`src/rtl/run_pause_ctrl.sv`:
```
// run_pause_ctrl: toggle-driven start/pause control for a 4-digit BCD tick counter (define RUN_PAUSE_SAT_EN to saturate at 9999 instead of wrapping)
module run_pause_ctrl #(
   parameter int TICK_DIV = 100000,
   parameter int PS_W     = 17
) (
   input  logic        CLK,
   input  logic        RST_N,
   input  logic        BTN_TOGGLE,
   input  logic        CLR,
   output logic        RUNNING,
   output logic [15:0] BCD_COUNT,
   output logic        WRAP,
   output logic        EVT
);
`ifdef RUN_PAUSE_SAT_EN
   localparam bit SAT = 1'b1;
`else
   localparam bit SAT = 1'b0;
`endif
   typedef enum logic [1:0] {IDLE, RUN, PAUSE} state_t;
   state_t state_q, state_d;
   logic sync1_q, sync2_q, prev_q, evt_q, wrap_q, run_q, wrap_d;
   logic [1:0] arm_q;
   logic [PS_W-1:0] ps_q, ps_d;
   logic [15:0] cnt_q, cnt_d, cnt_inc;
   logic [4:0] cy;
   logic evt, tick, at_max;
   assign evt = (arm_q == 2'd3) && (sync2_q != prev_q);
   assign tick = (state_q == RUN) && (ps_q == PS_W'(TICK_DIV - 1));
   assign at_max = cy[4];
   assign RUNNING = run_q;
   assign BCD_COUNT = cnt_q;
   assign WRAP = wrap_q;
   assign EVT = evt_q;
   // BCD +1 with ripple carry between digits; carry out of the top digit flags 9999
   always_comb begin
      cnt_inc = cnt_q;
      cy = '0;
      cy[0] = 1'b1;
      for (int i = 0; i < 4; i++) begin
         cnt_inc[4*i +: 4] = cy[i] ? ((cnt_q[4*i +: 4] == 4'd9) ? 4'd0 : cnt_q[4*i +: 4] + 4'd1) : cnt_q[4*i +: 4];
         cy[i+1] = cy[i] && (cnt_q[4*i +: 4] == 4'd9);
      end
   end
   // next state: clear wins, RUN advances prescaler and count, events flip run/pause
   always_comb begin
      state_d = state_q;
      ps_d = ps_q;
      cnt_d = cnt_q;
      wrap_d = 1'b0;
      if (CLR) begin
         state_d = IDLE;
         ps_d = '0;
         cnt_d = '0;
      end else if (state_q == RUN) begin
         ps_d = tick ? '0 : ps_q + 1'b1;
         wrap_d = tick && at_max;
         cnt_d = tick ? ((SAT && at_max) ? cnt_q : cnt_inc) : cnt_q;
         state_d = (evt || (SAT && tick && at_max)) ? PAUSE : RUN;
      end else if (evt) begin
         state_d = RUN;
         ps_d = (state_q == IDLE) ? '0 : ps_q;
         cnt_d = (state_q == IDLE) ? '0 : cnt_q;
      end
   end
   // all state: input synchroniser, arming fill counter, FSM and registered outputs
   always_ff @(posedge CLK or negedge RST_N) begin
      if (!RST_N) begin
         sync1_q <= 1'b0;
         sync2_q <= 1'b0;
         prev_q  <= 1'b0;
         arm_q   <= 2'd0;
         state_q <= IDLE;
         ps_q    <= '0;
         cnt_q   <= '0;
         wrap_q  <= 1'b0;
         evt_q   <= 1'b0;
         run_q   <= 1'b0;
      end else begin
         sync1_q <= BTN_TOGGLE;
         sync2_q <= sync1_q;
         prev_q  <= sync2_q;
         arm_q   <= (arm_q == 2'd3) ? arm_q : arm_q + 2'd1;
         state_q <= state_d;
         ps_q    <= ps_d;
         cnt_q   <= cnt_d;
         wrap_q  <= wrap_d;
         evt_q   <= evt;
         run_q   <= (state_d == RUN);
      end
   end
endmodule

```
`config.mk`:
```
export PLATFORM = sky130hd
export DESIGN_NAME = run_pause_ctrl
export DESIGN_NICKNAME = d
export VERILOG_FILES = /design/src/rtl/run_pause_ctrl.sv
export SDC_FILE = /design/constraint.sdc
export NUM_CORES = 1
export LEC_CHECK = 0
export CAP_MARGIN = 20
export CELL_PAD_IN_SITES_DETAIL_PLACEMENT = 1
export CELL_PAD_IN_SITES_GLOBAL_PLACEMENT = 1
export CORE_UTILIZATION = 44
export DETAILED_ROUTE_END_ITERATION = 7
export GPL_TIMING_DRIVEN = 0
export PLACE_DENSITY = 0.89
export SKIP_LAST_GASP = 1
export SYNTH_ARGS = -nofsm -noshare
export SYNTH_HDL_FRONTEND = slang
export SYNTH_SLANG_ARGS = --single-unit
```
`constraint.sdc`:
```
create_clock -name CLK -period 2.5 [get_ports CLK]
set_clock_uncertainty 0.2 [all_clocks]
set_input_delay 0.375 -clock CLK [delete_from_list [all_inputs] [get_ports CLK]]
set_output_delay 0.375 -clock CLK [all_outputs]
set_load 0.05 [all_outputs]
```
## After elaboration in Yosys (flattened, before gate mapping)

Index checks and enable logic that the tools add are counted.

- Magnitude comparators: 0
- Shift-type cells: 0
- Reductions and logical operators: 14
- Add/sub/neg operators: 6
- Muxes and demuxes: 23
- Divide/modulo/power cells: 0
- Eq/ne operators: 13
- Bitwise gates (word level): 0
- Multiply operators: 0

Operators with widths:

| operator | number |
|---|---|
| $mux W17 | 5 |
| $mux W16 | 5 |
| $mux W4 | 7 |
| $add A17 B1 Y17 const B | 1 |
| $eq A17 B17 Y1 const B | 1 |
| $add A4 B1 Y4 const B | 4 |
| $eq A4 B4 Y1 const B | 4 |
| $ne A3 B3 Y1 const B | 4 |
| $reduce_and A4 Y1 | 3 |
| $mux W2 | 4 |
| $logic_and A1 B1 Y1 | 6 |
| $reduce_bool A3 Y1 | 2 |
| $eq A2 B1 Y1 const B | 2 |
| $reduce_and A3 Y1 | 1 |
| $add A2 B1 Y2 const B | 1 |
| $eq A2 B2 Y1 const B | 1 |
| $logic_not A2 Y1 | 1 |
| $mux W1 | 2 |
| $reduce_and A2 Y1 | 1 |
| $ne A1 B1 Y1 | 1 |

- Word-level logic and storage cells: 69
- Memories kept: 0
- Memory bits (writable): 0
- Flip-flop bits (word level): 43
- Bits in read-only memories: 0
- Bits in latches: 0
- Output and inout bits: 19

## Depth between registers and ports, before layout

- Word-level depth: 7
- Gate-level depth with buffers: 8
- Depth with buffers taken out: 7

## Worst setup path after synthesis

No wires, ideal clock.

- Path kind: flip-flop to flip-flop
- Start: reg cnt_q[4], in the netlist BCD_COUNT[4]
- End: reg cnt_q[14], in the netlist BCD_COUNT[14]
- Clock period less this slack: 2345 ps
- Path slack: 155 ps
- Arrival: 2069 ps
- Buffers on the path: 0
- Stages on the path, launching flop included: 7
- Cell sequence: dfrtp_1 > ha_1 > nand3b_1 > nor4_1 > nand2_1 > or4_1 > o21ai_1

- Longest elaborated chain between the ends: 5

Ends and longest elaborated chain:

| item | line | RTL |
|---|---|---|
| start, declared | 25 | `logic [15:0] cnt_q, cnt_d, cnt_inc;` |
| start signal, assigned | 86 | `cnt_q <= cnt_d;` |
| $eq A4 B4 Y1 | 42 | `cy[i+1] = cy[i] && (cnt_q[4*i +: 4] == 4'd9);` |
| $logic_and A1 B1 Y1 (2 in a row) | 42 |  |
| $ne A3 B3 Y1 (no line) | n/a |  |
| $reduce_and A4 Y1 (no line) | n/a |  |

No other way between the ends.
A chain may end at the register's enable or synchronous reset.

## Worst setup path after layout

- Start: reg arm_q[0]
- End: reg ps_q[15]

- Longest elaborated chain between the ends: 4

Ends and longest elaborated chain:

| item | line | RTL |
|---|---|---|
| start, declared | 23 | `logic [1:0] arm_q;` |
| start signal, assigned | 83 | `arm_q <= (arm_q == 2'd3) ? arm_q : arm_q + 2'd1;` |
| $eq A2 B2 Y1 | 28 | `assign evt = (arm_q == 2'd3) && (sync2_q != prev_q);` |
| $logic_and A1 B1 Y1 | 28 |  |
| $reduce_bool A3 Y1 (no line) | n/a |  |
| $reduce_and A2 Y1 (no line) | n/a |  |
| end signal, assigned | 85 | `ps_q <= ps_d;` |
| end, declared | 24 | `logic [PS_W-1:0] ps_q, ps_d;` |

No other way between the ends.

==> results.md <==
* Status: completed
* Synth top cells by count: dfrtp_1 (43), nand2_1 (22), o21ai_0 (15), a21oi_1 (13)
* Worst Tran Pin Value at 0.623 ns
* Async S/R FF share, synth at 1.00
* Setup ws final at 0.0838 ns
* Worst-path clk slew at 0.09 ns
* GRT Total Usage at 0.253
* Crit share post-route at 0.966
* Critical path data required time at 2.49 ns
* Seq/Total Area, Yosys at 0.474
* Total number of vias at 2003
* Most common cell in the synthesized netlist: dfrtp_1
* Area contributors post-synth: dfrtp_1 (47%), ha_1 (5.5%), nand2_1 (3.6%)
* Die extent in y at 73.9 um
* I/O pin cnt at 23
* Core Region at 4850 um^2
* Share of cells above drive strength 1 at 0.122
* Fin. Hold Viols at 0
* Root Driver: clkbuf_8
* TritonRoute pass-1 iters at 4
* Mapped cell area at 2270 um^2
* Routed WL per cell at 18.4 um
* PnR Total Power at 1.43 mW
* Peak supply drop at 271 uV
* Max-cap viol count at 0
* Syn Inst Count at 237
* WS Path Type: reg -> reg
* WL final at 6210 um
* Diode count at 0
* RD Place Congestion at 0.780
* Final Max Slew Viols at 0
* Number of enable flip-flop cells after synthesis at 0
* CTS tree: yes
* Nets at 284
* Vias in the first global route at 2106
* Hpwl dp at 4050 um
* Num CTS Buffers at 5
* Worst setup SP type: flip-flop
* Clock sink count at 43
* Synth warn at 0
* Pwr dens at 517 nW/um^2
* Main flop type after synthesis: dfrtp_1
* Vias per cell at 5.93
* Final Util at 0.570
* Area leader, netlist: dfrtp_1
* Remaining antenna violation count after routing at 0
* # setup viols final at 0
* Pre-CTS WS at -0.726 ns
* P_leak at 1.15 nW
* Total gr overflow at 0
* Fmax achieved at 414 MHz
* DRC violations left at 0
* Area growth, synth to finish at 21.6%
* FF+latch count, synth at 43
* Crit path max fanout at 10
* PortBufs at 22
* Syn nets at 251
* CTS Buffer Depth at 2
* Relative slew slack at 0.583
* First-pass GRT wire length at 10200 um
* Rows at 25
* Final min period at 2.42 ns
* Worst-Skew Late Latency at 0.31 ns
* Iter 0 DRT Violations at 157
* Die width at 73.9 um
* Synth cell types at 45
* Initial Util at 0.469
* Post-synth top area share at 0.474
* Crit. End Element: flip-flop
* Arr. time, crit path at 2.41 ns
* Initial antenna violation count at 0
* Mean Syn Cell Area at 9.59 um^2
* Largest net degree at the start of global routing at 24
* Die area at 5460 um^2
* Worst Hold Class: reg -> reg
* H-Tree Depth at 2
==> registers in the layout, indices dropped and copies added, names as in the netlist, 2 cells and up <==
register / count
state_q: 2
ps_q: 17
BCD_COUNT: 16
arm_q: 2
==> power breakdown <==
part	switching [mW]	internal, mW	total, mW
registers	0.0218	0.714	0.736
logic	0.162	0.0771	0.239
clock network	0.260	0.195	0.454
total	0.443	0.986	1.43
==> kinds of logic (layout without fill, tap and decap cells) <==
kind of cell | count (synthesis) | in the layout | synth area share
flip-flops | 43 | 43 | 0.474
XOR/XNOR | 8 | 8 | 0.0308
AO/OA/AOI/OAI | 62 | 62 | 0.172
AND/OR/NAND/NOR | 92 | 92 | 0.225
adder cells (fa/ha/maj) | 10 | 10 | 0.0551
multiplexers | 2 | 2 | 0.00991
buffers and inverters | 20 | 54 | 0.0336
==> path summary, 6_finish.rpt <==
check | slack, ns | cells after the start | from | endpoint
min reg2reg | 0.16 | 0 | sync1_q | sync2_q
max in group asynchronous | 1.20 | 3 | RST_N | ps_q[8]
min in group asynchronous | 0.39 | 2 | RST_N | BCD_COUNT[13]
min | 0.16 | 0 | sync1_q | sync2_q
max | 0.08 | 7 | arm_q[0] | ps_q[15]
max reg2reg | 0.08 | 7 | arm_q[0] | ps_q[15]
==> through the flow <==
| step | std cells | TNS (ns) | area (um^2) | hold slack, ns |
|---|---|---|---|---|
| floorplan | 237 | 0 | 2270 | -0.121 |
| global placement | 326 | -19.93 | 2580 | 0.136 |
| detailed placement | 327 | -9.31 | 2600 | 0.140 |
| CTS | 338 | 0 | 2730 | 0.168 |
| global route | 338 | -0.00988 | 2760 | 0.185 |
| finish | 338 | 0 | 2760 | 0.158 |
==> critical path: stages (launching register included) <==
cell	delay, ns
dfrtp_1	0.41
ha_1	0.20
clkbuf_1	0.18
a311oi_1	0.42
clkbuf_1	0.44
nor4_1	0.18
xnor2_1	0.21
nor2_1	0.06
==> routing by layer <==
metal  global-route usage  routed length (um)  up-vias
met3               0.0508                 200       12
met5                    0                   0        -
li1                     -                   -      933
met1                0.323                2780     1018
met2                0.411                3130       40
met4                0.115                 104        0
==> layout by cell type, fill, tap and decap left out, types with 2 or more instances in the layout <==
| master | n |
|---|---|
| dfrtp_2 | 3 |
| xnor2_1 | 7 |
| nor3b_1 | 2 |
| o22a_1 | 2 |
| nand2b_1 | 2 |
| or3_1 | 4 |
| or4_1 | 2 |
| a21oi_1 | 13 |
| a31oi_1 | 3 |
| nor4_1 | 3 |
| o21ai_1 | 14 |
| dfrtp_1 | 40 |
| nor2_1 | 12 |
| nor3_1 | 5 |
| nand2_1 | 22 |
| buf_4 | 5 |
| and3_1 | 7 |
| inv_1 | 12 |
| o41ai_1 | 5 |
| nand3_1 | 12 |
| ha_1 | 10 |
| o21ai_0 | 13 |
| clkinvlp_4 | 2 |
| nand3b_1 | 3 |
| and2_1 | 3 |
| clkdlybuf4s50_1 | 21 |
| nand4_1 | 5 |
| clkbuf_1 | 3 |
| mux2_2 | 2 |
| clkbuf_8 | 5 |
==> repair_timing <==
action	in CTS	in global routing
pin swaps	1	2
hold buffers	1	0
endpoints found under the hold margin	20	0
buffers inserted	3	0
resized for setup	3	23
setup endpoints to repair	24	31
gates cloned	0	0
==> cell type report <==
type	instances	area, um^2
Tap cell	67	83.8
Inverter	12	45.0
Fill cell	554	2080
Clock inverter	3	20.0
Clock buffer	5	68.8
Buffer	7	42.5
Multi-Input combinational cell	174	1150
Timing Repair Buffer	27	275
Sequential cell	43	1080
(Power assumes the default switching activity.)
